`src/rtl/t08_lcd_bus_receiver_if.sv`:
```
// 8080-style parallel LCD bus as seen by the receiver.
//   bus_data : byte on the bus
//   bus_csx  : chip select, active low
//   bus_wrx  : write strobe, active low (byte taken on the rising edge)
//   bus_rdx  : read strobe, active low (reads are flagged, not served)
//   bus_dcx  : 0 = command byte, 1 = parameter/data byte
interface t08_lcd_bus_receiver_if;
  logic [7:0] bus_data;
  logic       bus_csx;
  logic       bus_wrx;
  logic       bus_rdx;
  logic       bus_dcx;

  modport master (output bus_data, bus_csx, bus_wrx, bus_rdx, bus_dcx);
  modport slave  (input  bus_data, bus_csx, bus_wrx, bus_rdx, bus_dcx);
endinterface

```
`src/rtl/t08_lcd_bus_receiver.sv`:
```
// LCD command/pixel receiver for an asynchronous 8080-style bus.
// Decodes CASET/PASET/RAMWR/DISPON/DISPOFF/NOP/SWRESET and emits one
// RGB565 pixel per two RAMWR data bytes with its target coordinate.
//   clk, rst     : system clock, synchronous active-high reset
//   bus          : bus inputs (slave modport), synchronized internally
//   pixel_valid  : one-cycle pulse qualifying pixel_x/pixel_y/pixel_data
//   display_on   : DISPON/DISPOFF level
//   cmd_error    : sticky, unknown opcode seen
//   rd_seen      : sticky, a read strobe was seen while selected
module t08_lcd_bus_receiver #(
  parameter int SYNC_STAGES = 2
) (
  input  logic                         clk,
  input  logic                         rst,
  t08_lcd_bus_receiver_if.slave        bus,
  output logic                         pixel_valid,
  output logic [15:0]                  pixel_x,
  output logic [15:0]                  pixel_y,
  output logic [15:0]                  pixel_data,
  output logic                         display_on,
  output logic                         cmd_error,
  output logic                         rd_seen
);

  typedef enum logic [2:0] {IDLE, CASET_P, PASET_P, RAMWR_HI, RAMWR_LO} state_t;
  state_t state, state_d;

  // Synchronizers: control lines idle high, data idles at zero.
  logic [SYNC_STAGES-1:0]      csx_sync, wrx_sync, rdx_sync, dcx_sync;
  logic [SYNC_STAGES-1:0][7:0] data_sync;
  logic                        wrx_q;

  always_ff @(posedge clk) begin
    if (rst) begin
      csx_sync  <= '1;
      wrx_sync  <= '1;
      rdx_sync  <= '1;
      dcx_sync  <= '1;
      data_sync <= '0;
      wrx_q     <= 1'b1;
    end else begin
      csx_sync  <= {csx_sync[SYNC_STAGES-2:0], bus.bus_csx};
      wrx_sync  <= {wrx_sync[SYNC_STAGES-2:0], bus.bus_wrx};
      rdx_sync  <= {rdx_sync[SYNC_STAGES-2:0], bus.bus_rdx};
      dcx_sync  <= {dcx_sync[SYNC_STAGES-2:0], bus.bus_dcx};
      data_sync <= {data_sync[SYNC_STAGES-2:0], bus.bus_data};
      wrx_q     <= wrx_sync[SYNC_STAGES-1];
    end
  end

  logic       csx_s, wrx_s, rdx_s, dcx_s;
  logic [7:0] data_s;
  assign csx_s  = csx_sync[SYNC_STAGES-1];
  assign wrx_s  = wrx_sync[SYNC_STAGES-1];
  assign rdx_s  = rdx_sync[SYNC_STAGES-1];
  assign dcx_s  = dcx_sync[SYNC_STAGES-1];
  assign data_s = data_sync[SYNC_STAGES-1];

  // Byte accepted on the synchronized rising edge of wrx while selected.
  logic wr_evt, is_cmd, is_par, swreset;
  assign wr_evt  = wrx_s & ~wrx_q & ~csx_s;
  assign is_cmd  = wr_evt & ~dcx_s;
  assign is_par  = wr_evt & dcx_s;
  assign swreset = is_cmd && (data_s == 8'h01);

  // Window, address and parameter collection state.
  logic [15:0] sc, ec, sp, ep, cur_x, cur_y;
  logic [23:0] pbuf;
  logic [1:0]  pcnt;
  logic [7:0]  hi_byte;

  always_ff @(posedge clk) begin
    if (rst) state <= IDLE;
    else     state <= state_d;
  end

  always_comb begin
    state_d = state;
    if (is_cmd) begin
      case (data_s)
        8'h2A:   state_d = CASET_P;
        8'h2B:   state_d = PASET_P;
        8'h2C:   state_d = RAMWR_HI;
        default: state_d = IDLE;
      endcase
    end else if (is_par) begin
      case (state)
        CASET_P, PASET_P: if (pcnt == 2'd3) state_d = IDLE;
        RAMWR_HI:         state_d = RAMWR_LO;
        RAMWR_LO:         state_d = RAMWR_HI;
        default:          state_d = state;
      endcase
    end else if (csx_s && state == RAMWR_LO) begin
      // Deselect drops a half pixel; the pending high byte is simply ignored.
      state_d = RAMWR_HI;
    end
  end

  always_ff @(posedge clk) begin
    if (rst || swreset) begin
      sc          <= 16'd0;
      ec          <= 16'd239;
      sp          <= 16'd0;
      ep          <= 16'd319;
      cur_x       <= 16'd0;
      cur_y       <= 16'd0;
      pbuf        <= '0;
      pcnt        <= '0;
      hi_byte     <= '0;
      pixel_valid <= 1'b0;
      pixel_x     <= '0;
      pixel_y     <= '0;
      pixel_data  <= '0;
      display_on  <= 1'b0;
      cmd_error   <= 1'b0;
      rd_seen     <= 1'b0;
    end else begin
      pixel_valid <= 1'b0;
      if (!rdx_s && !csx_s) rd_seen <= 1'b1;
      if (is_cmd) begin
        pcnt <= '0;
        case (data_s)
          8'h2C: begin
            cur_x <= sc;
            cur_y <= sp;
          end
          8'h29:                   display_on <= 1'b1;
          8'h28:                   display_on <= 1'b0;
          8'h2A, 8'h2B, 8'h00: ;
          default:                 cmd_error  <= 1'b1;
        endcase
      end else if (is_par) begin
        case (state)
          CASET_P, PASET_P: begin
            // Bytes 1-3 are buffered; the window commits only on byte 4.
            pbuf <= {pbuf[15:0], data_s};
            pcnt <= pcnt + 2'd1;
            if (pcnt == 2'd3) begin
              if (state == CASET_P) begin
                sc <= pbuf[23:8];
                ec <= {pbuf[7:0], data_s};
              end else begin
                sp <= pbuf[23:8];
                ep <= {pbuf[7:0], data_s};
              end
            end
          end
          RAMWR_HI: hi_byte <= data_s;
          RAMWR_LO: begin
            pixel_valid <= 1'b1;
            pixel_x     <= cur_x;
            pixel_y     <= cur_y;
            pixel_data  <= {hi_byte, data_s};
            // Equality-only compare gives 16-bit wrap when start > end.
            if (cur_x == ec) begin
              cur_x <= sc;
              cur_y <= (cur_y == ep) ? sp : cur_y + 16'd1;
            end else begin
              cur_x <= cur_x + 16'd1;
            end
          end
          default: ;
        endcase
      end
    end
  end

endmodule

```
`src/flat_wrapper.sv`:
```
// flat-port wrapper written by rule: the top's interface ports become plain ports
module t08_lcd_bus_receiver_flat 
#(
  parameter int SYNC_STAGES = 2
)
  (clk, rst, pixel_valid, pixel_x, pixel_y, pixel_data, display_on, cmd_error, rd_seen, bus_bus_data, bus_bus_csx, bus_bus_wrx, bus_bus_rdx, bus_bus_dcx);
  t08_lcd_bus_receiver_if bus_i ();
  input  logic clk;
  input  logic rst;
  output logic pixel_valid;
  output logic [15:0] pixel_x;
  output logic [15:0] pixel_y;
  output logic [15:0] pixel_data;
  output logic display_on;
  output logic cmd_error;
  output logic rd_seen;
  input wire logic [$bits(bus_i.bus_data)-1:0] bus_bus_data;
  input wire logic [$bits(bus_i.bus_csx)-1:0] bus_bus_csx;
  input wire logic [$bits(bus_i.bus_wrx)-1:0] bus_bus_wrx;
  input wire logic [$bits(bus_i.bus_rdx)-1:0] bus_bus_rdx;
  input wire logic [$bits(bus_i.bus_dcx)-1:0] bus_bus_dcx;
  assign bus_i.bus_data = bus_bus_data;
  assign bus_i.bus_csx = bus_bus_csx;
  assign bus_i.bus_wrx = bus_bus_wrx;
  assign bus_i.bus_rdx = bus_bus_rdx;
  assign bus_i.bus_dcx = bus_bus_dcx;
  t08_lcd_bus_receiver #(.SYNC_STAGES(SYNC_STAGES)) u_core (.clk(clk), .rst(rst), .bus(bus_i), .pixel_valid(pixel_valid), .pixel_x(pixel_x), .pixel_y(pixel_y), .pixel_data(pixel_data), .display_on(display_on), .cmd_error(cmd_error), .rd_seen(rd_seen));
endmodule
```
`config.mk`:
```
export PLATFORM = sky130hd
export DESIGN_NAME = t08_lcd_bus_receiver_flat
export DESIGN_NICKNAME = d
export VERILOG_FILES = /design/src/rtl/t08_lcd_bus_receiver_if.sv /design/src/rtl/t08_lcd_bus_receiver.sv /design/src/flat_wrapper.sv
export SDC_FILE = /design/constraint.sdc
export NUM_CORES = 1
export LEC_CHECK = 0
export CORE_UTILIZATION = 52
export DETAILED_ROUTE_END_ITERATION = 16
export HOLD_SLACK_MARGIN = 0.06
export PLACE_DENSITY = 0.85
export SLEW_MARGIN = 20
export SYNTH_ARGS = -nofsm -noshare
export SYNTH_HDL_FRONTEND = slang
export SYNTH_SLANG_ARGS = --single-unit
```
`constraint.sdc`:
```
create_clock -name clk -period 2.4 [get_ports clk]
set_clock_uncertainty 0.2 [all_clocks]
set_input_delay 0.48 -clock clk [delete_from_list [all_inputs] [get_ports clk]]
set_output_delay 0.48 -clock clk [all_outputs]
set_load 0.01 [all_outputs]
```
==> results of run 1 <==
-- placed cells by master (no fill, tap or decap), drive strengths merged, types with 4 or more instances in the layout --
cell,count
o22ai,13
nor2b,17
nand3,28
or3,4
o21ai,20
nor3,16
xnor2,14
nand2,307
clkinv,7
clkdlybuf4s50,65
or2,11
nand4,7
a21oi,160
dfxtp,210
mux2i,26
xor2,34
buf,65
nor2,39
nor4,14
clkbuf,34
-- routing by layer --
metal  routed length, um  up-vias  share of wire  global-route usage
met5                   0        -              0                   0
met4                1130        0          0.046               0.120
met3                2130      111          0.088              0.0479
met2               11700      456           0.48               0.458
met1                9360     3726           0.39               0.325
li1                    -     3644              -                   -
-- Yosys cell counts (all sizes together) --
| library cell | count |
|---|---|
| mux2i | 26 |
| or4b | 1 |
| nor3b | 2 |
| dfxtp | 210 |
| a211oi | 1 |
| inv | 3 |
| and2 | 3 |
| or3b | 2 |
| nand4b | 2 |
| and3b | 1 |
| o22ai | 13 |
| nor4 | 14 |
| ha | 3 |
| o311ai | 1 |
| nand2b | 1 |
| o211ai | 1 |
| or3 | 4 |
| nand3b | 1 |
| nor2b | 17 |
| xnor2 | 14 |
| or4 | 1 |
| a21oi | 160 |
| or2 | 10 |
| nand4 | 7 |
| nand3 | 28 |
| and4bb | 1 |
| a21o | 1 |
| buf | 24 |
| clkbuf | 50 |
| nor3 | 16 |
| a31oi | 2 |
| maj3 | 1 |
| nor2 | 39 |
| o21a | 3 |
| a221oi | 1 |
| o22a | 1 |
| and4 | 2 |
| xor2 | 34 |
| nand2 | 307 |
| and4b | 3 |
| o21ai | 20 |
| and3 | 3 |
-- registers in the layout, summed over array words and instances (netlist names), 2 cells and up --
register,flops
u_core.csx_sync,2
u_core.cur_x,16
u_core.cur_y,16
u_core.data_s,8
u_core.data_sync,8
u_core.dcx_sync,2
u_core.ec,16
u_core.ep,16
u_core.hi_byte,8
u_core.pbuf,24
u_core.pcnt,2
u_core.pixel_data,16
u_core.pixel_x,16
u_core.pixel_y,16
u_core.rdx_sync,2
u_core.sc,16
u_core.sp,16
u_core.state,3
u_core.wrx_sync,2
-- report_power, final --
part	internal, uW	switching [uW]
Combinational	106	115
Sequential	3500	6.61
Clock	2100	1410
-- worst reg2reg max path, cell delays in order, from the launching register on --
cell     delay, ps
dfxtp_2        320
or3_4          380
or4_4          550
a21o_1         210
buf_12         150
nor4_2         380
xnor2_1        180
a21oi_1         90
-- cell families (layout without fill, tap and decap cells) --
family,count (synthesis),count (layout),synth area share
compound gates,204,204,0.128
mux,26,26,0.0309
fa+ha+maj,4,4,0.00564
buf+inv,77,179,0.0409
xor+xnor,48,48,0.0498
simple gates,465,466,0.247
flops,210,210,0.498
-- metrics by stage --
step           utilization  instances  setup TNS [ps]  hold WS, ps  setup slack, ps
5_1_grt              0.678       1353           -4630          230             -219
2_1_floorplan            -       1034           -3.01          189            -1.51
3_3_place_gp         0.605       1297           -94.4          193            -14.2
6_report             0.678       1353           -2730          213             -169
4_1_cts              0.657       1338           -1040          215            -87.1
3_5_place_dp         0.605       1297            -750          198            -70.3
-- what timing repair did --
| item | in CTS | in global routing |
|---|---|---|
| gates cloned | 0 | 9 |
| gates resized for setup | 10 | 25 |
| pin swaps | 11 | 11 |
| buffers inserted | 2 | 6 |
| endpoints found under the setup margin | 87 | 161 |
-- area by class of cell --
class	instances	area (sq um)
clock buffer	27	599
inverter	3	11.3
sequential	210	4210
multi-input combinational	748	4030
fill	1172	5110
clock inverter	12	151
timing repair buffer	137	1510
tap	216	270
-- final timing paths --
kind | start | end | slack, ps
min reg2reg | u_core.rdx_sync[0]$_SDFF_PP1_ | u_core.rdx_sync[1]$_SDFF_PP1_ | 210
max reg2reg | u_core.data_s[7]$_SDFF_PP0_ | u_core.cur_x[13]$_SDFFE_PP0P_ | -170
min | u_core.rdx_sync[0]$_SDFF_PP1_ | u_core.rdx_sync[1]$_SDFF_PP1_ | 210
max | u_core.data_s[7]$_SDFF_PP0_ | u_core.cur_x[13]$_SDFFE_PP0P_ | -170
==> key figures, run 1 <==
Hold path
  • Worst hold-check path type: reg2reg
  • Hold Path Stages: 1

Status
  • Failing checks: setup timing
  • Status: complete, but fails checks

STA
  • Post-layout minimum cycle time: 2570 ps
  • F_max: 389 MHz
  • Slew HR: 0.647
  • Unrepaired setup endpoints after global routing: true
  • Final setup viols: 31
  • Max-slew violation total from the final report: 0
  • Slew @ Worst Pin: 525 ps
  • Final WS setup: -169 ps
  • Final worst-path cycle share: 1.07
  • Final Hold Vio Count: 0

Yosys
  • Sequential area share after synthesis: 0.498
  • Area leader, netlist: dfxtp_1
  • Syn_nets: 1051
  • Synth top area share: 0.498
  • Syn Area/Cell: 8.16 sq um
  • Cells after Synth: 1034
  • Yosys Warn Count: 0
  • Top post-synthesis cells by area: dfxtp_1, nand2_1, a21oi_1
  • Yosys cell types: 52
  • Mapped Area: 8440 sq um
  • FF+latch count, synth: 210

Die
  • Core Box Area: 15900 sq um
  • Die area: 16700 sq um
  • Die height: 129 um
  • I/O pins: 66
  • Initial Util: 0.531
  • Site row count: 46
  • Die W: 129 um

Finish
  • ANT cells: 0
  • Share of layout cells above drive strength 1: 0.131
  • P&R area growth vs syn: 27.7%
  • Post-route cell area: 10800 sq um
  • NumNets Final: 1139

Worst setup path
  • Crit Path Class: reg2reg
  • Critical Path AT: 2770 ps
  • CP max FO: 9
  • Delay-heaviest family, CP: simple AND/OR/NAND/NOR gates
  • CP max stage delay: 550 ps
  • Crit-path cells: or3_4 -> or4_4 -> a21o_1 -> buf_12 -> nor4_2 -> xnor2_1 -> a21oi_1
  • Reg2Reg Depth: 7
  • Crit path required time: 2600 ps
  • Crit start category: flip-flop
  • Buf/Inv on CP: 1
  • CP Depth: 7
  • Crit end category: flip-flop
  • Slowest cell on the critical path: or4_4

Routing
  • Starting DRT DRC Count: 1002
  • Vias: 7937
  • Vias/cell: 5.87
  • Detail Route Antenna Nets: 0
  • Residual DRC: 0
  • DR pass1 iterations: 7
  • WL/cell: 18.0 um
  • Routed WL: 24300 um

Power
  • Static leakage: 0.00400 uW
  • Peak supply drop: 0.446 mV
  • Power density over the cells: 672 nW/um^2
  • Total power: 7250 uW

Clocking
  • Clk buf depth: 3
  • Clock-pin slew on the worst setup and hold paths: 60 ps
  • Num CTS Buffers: 22
  • H-tree levels: 1
  • Clk Latency, worst-skew pair: 510 ps
  • CTS tree: built
  • Clock root buffer: clkbuf_16
  • CTS sink count: 210
  • Hold Buf Count CTS: 0

Global route
  • Vias in the first global route: 7293
  • All-Layer GR Usage: 0.266
  • Initial antenna violation count: 0
  • First-pass GRT wire length: 35300 um
  • Largest net degree at the start of global routing: 40
  • Overflow after GRT: 0

Placement
  • Detailed placement HPWL: 14200 um
  • Cell Area, Placed: 9610 sq um
  • Port bufs: 65
  • GP Congestion: 0.891

Flow run
  • Max_cap viols: 0
Power figures use the tool's default switching activity.
==> inputs of run 2 (changes only) <==
- CORE_UTILIZATION: 52 -> 60
- PLACE_DENSITY: 0.85 -> 0.92
- clock period: 2.4 -> 3 ns (I/O delays scaled with it)
==> run 2 against run 1 <==
The flow now finishes without violations. Setup slack better by 450 ps. Wire length down 15%. Non-clock buffer count down 43. Sequential share of layout area up 3.2 points. Power down 24%. Final area down 7.7%. First-iteration DRC count down 25%. Count of clock-buffer cells in the layout up 6. Worst hold slack worse by 6.1 ps. Register-to-register slack better by 450 ps. Sequential power down 20%. Largest cell class unchanged.
==> key figures, run 2 (synthesis gave the netlist of run 1 again) <==
Worst setup path
  • Critical path startpoint: u_core.data_s[4]$_SDFF_PP0_
  • Crit-path cells: or3_4 -> or4_4 -> a21oi_1 -> o21ai_2 -> buf_4 -> o21ai_0 -> a21oi_1
  • Most used cell, CP: a21oi_1
  • Reg2Reg Depth: 7 (unchanged)
  • R2R Path Start: u_core.data_s[4]$_SDFF_PP0_
  • FF-to-FF End: u_core.cur_x[8]$_SDFFE_PP0P_
  • Critical Path AT: 2880 ps (+110 ps)
  • Crit Path Class: reg2reg
  • CP max stage delay: 520 ps (-30 ps)
  • Reg-to-reg slack, setup: 280 ps (+450 ps)
  • Crit path required time: 3170 ps (+570 ps)
  • Slowest cell on the critical path: or4_4
  • CP max FO: 15 (+6)
  • Crit end category: flip-flop
  • Crit start category: flip-flop

Power
  • Switch share: 0.200 (-0.0111)
  • Clk network pwr share: 0.470 (-0.015)
  • Static leakage: 0.00355 uW (-11%)
  • Switching Power: 1110 uW (-28%)
  • Power density over the cells: 555 nW/um^2 (-17%)
  • Sequential Power Share: 0.509 (+0.024)
  • Peak supply drop: 0.538 mV (+21%)
  • Comb pwr share: 0.021 (-0.010)
  • Cell-internal power: 4420 uW (-23%)

STA
  • Final worst-path cycle share: 0.905 (-0.165)
  • F_max: 368 MHz (-5.4%)
  • Post-layout minimum cycle time: 2720 ps (+147 ps)
  • Slew HR: 0.396 (-0.251)
  • Final setup viols: 0 (-100%)
  • Slew @ Worst Pin: 905 ps (+380 ps)
  • Final Hold Vio Count: 0 (unchanged)
  • Final WS setup: 284 ps (+453 ps)
  • Unrepaired setup endpoints after global routing: false
  • Max-slew violation total from the final report: 0 (unchanged)
  • Setup tns final: 0 ps (+2730 ps)

Finish
  • Most frequent cells in the layout: nand2_1, dfxtp_1, a21oi_1
  • Share of layout cells above drive strength 1: 0.0816 (-0.0495)
  • ANT cells: 0 (unchanged)
  • NumNets Final: 1094 (-4.0%)
  • Post-route cell area: 9940 sq um (-7.7%)
  • Fill cells: 930 (-21%)
  • Most common cell after layout, fill and taps aside: nand2_1
  • Fin cells: 1267 (-6.4%)
  • P&R area growth vs syn: 17.9%
  • Max reg flops: 24 (unchanged)
  • Largest Register: u_core.pbuf

Global route
  • Largest net degree at the start of global routing: 53 (+33%)
  • Vias in the first global route: 6883 (-5.6%)
  • Overflow after GRT: 0 (unchanged)
  • Initial antenna violation count: 0 (unchanged)
  • First-pass GRT wire length: 33000 um (-6.4%)
  • All-Layer GR Usage: 0.284 (+0.0181)

Routing
  • Residual DRC: 0 (unchanged)
  • Routed WL: 20600 um (-15%)
  • DR pass1 iterations: 5 (-2)
  • WL/cell: 16.3 um (-9.4%)
  • Vias: 7529 (-5.1%)
  • Vias/cell: 5.94 (+1.3%)
  • Detail Route Antenna Nets: 0 (unchanged)
  • Starting DRT DRC Count: 756 (-25%)

Clocking
  • Clk Latency, worst-skew pair: 490 ps (-20 ps)
  • Clk buf depth: 3 (unchanged)
  • CTS tree: built
  • Setup Fix Bufs, Post-CTS: 0 (-2)
  • CTS sink count: 210 (unchanged)
  • Clock root buffer: clkbuf_16
  • H-tree levels: 1 (unchanged)
  • Hold Buf Count CTS: 0 (unchanged)
  • Post_cts resized: 0 (-10)
  • Clock-pin slew on the worst setup and hold paths: 60 ps (about the same)
  • Num CTS Buffers: 21 (-4.5%)

Die
  • Initial Util: 0.627 (+0.0960)
  • Die W: 121 um (-6.8%)
  • Die height: 121 um (-6.8%)
  • Core Box Area: 13500 sq um (-15%)
  • Die area: 14500 sq um (-13%)
  • I/O pins: 66 (unchanged)
  • Site row count: 42 (-8.7%)

Hold path
  • Min-delay src: u_core.dcx_sync[0]$_SDFF_PP1_
  • Hold Path Stages: 1 (unchanged)
  • WHS Endpoint: u_core.dcx_sync[1]$_SDFF_PP1_
  • Worst hold-check path type: reg2reg

Placement
  • Cell Area, Placed: 9250 sq um (-3.8%)
  • Port bufs: 65 (unchanged)
  • Cell total after placement: 1230 (-5.2%)
  • GP Congestion: 0.873 (-2.0%)
  • Detailed placement HPWL: 13500 um (-4.3%)
  • Dpl ws: 318 ps (+389 ps)

Flow run
  • Max_cap viols: 0 (unchanged)

Status
  • Status: completed
-- run 2: area by class of cell --
cell class | instances | area (sq um) | share of cell area
clock buffer | 33 | 651 | 0.0654
clock inverter | 4 | 45.0 | 0.00453
tap | 176 | 220 | 0.0221
multi-input combinational | 747 | 3910 | 0.393
timing repair buffer | 94 | 906 | 0.0911
inverter | 3 | 11.3 | 0.00113
sequential | 210 | 4200 | 0.423
-- run 2: worst max path at each step --
stage                                                to  slack [ps]
after global routing       u_core.cur_x[9]$_SDFFE_PP0P_         180
after CTS                  u_core.cur_x[8]$_SDFFE_PP0P_         320
after detailed placement  u_core.cur_y[12]$_SDFFE_PP0P_         320
after floorplan           u_core.cur_y[12]$_SDFFE_PP0P_         560
final                      u_core.cur_x[8]$_SDFFE_PP0P_         280
after global placement    u_core.cur_y[14]$_SDFFE_PP0P_         330
-- run 2: power groups by stage --
stage               registers [uW]  clock network (uW)  logic, uW
floorplan                     2870                   0       69.1
global placement              2870                   0        113
detailed placement            2870                   0        114
CTS                           2810                2620        115
global route                  2810                2720        126
finish                        2810                2600        117
-- run 2: routing by layer --
metal / GRT usage / up-vias / share of wire
met2: 0.466 / 385 / 0.47
met4: 0.143 / 0 / 0.047
met3: 0.0495 / 83 / 0.089
met5: 0 / - / 0
li1: - / 3534 / -
met1: 0.361 / 3527 / 0.40
-- run 2: metrics by stage --
| step | hold slack (ps) | util | power, uW |
|---|---|---|---|
| 2_1_floorplan | 189 | - | 2940 |
| 3_3_place_gp | 193 | 0.688 | 2990 |
| 3_5_place_dp | 194 | 0.688 | 2990 |
| 4_1_cts | 209 | 0.739 | 5540 |
| 5_1_grt | 221 | 0.739 | 5660 |
| 6_report | 207 | 0.739 | 5520 |
-- run 2: critical path: cells and delay by family (launching register included) --
| kind | cells | cell delay (ps) |
|---|---|---|
| DFF | 1 | 380 |
| AOI/OAI and AO/OA | 4 | 820 |
| buffers and inverters | 1 | 250 |
| and+or+nand+nor | 2 | 930 |
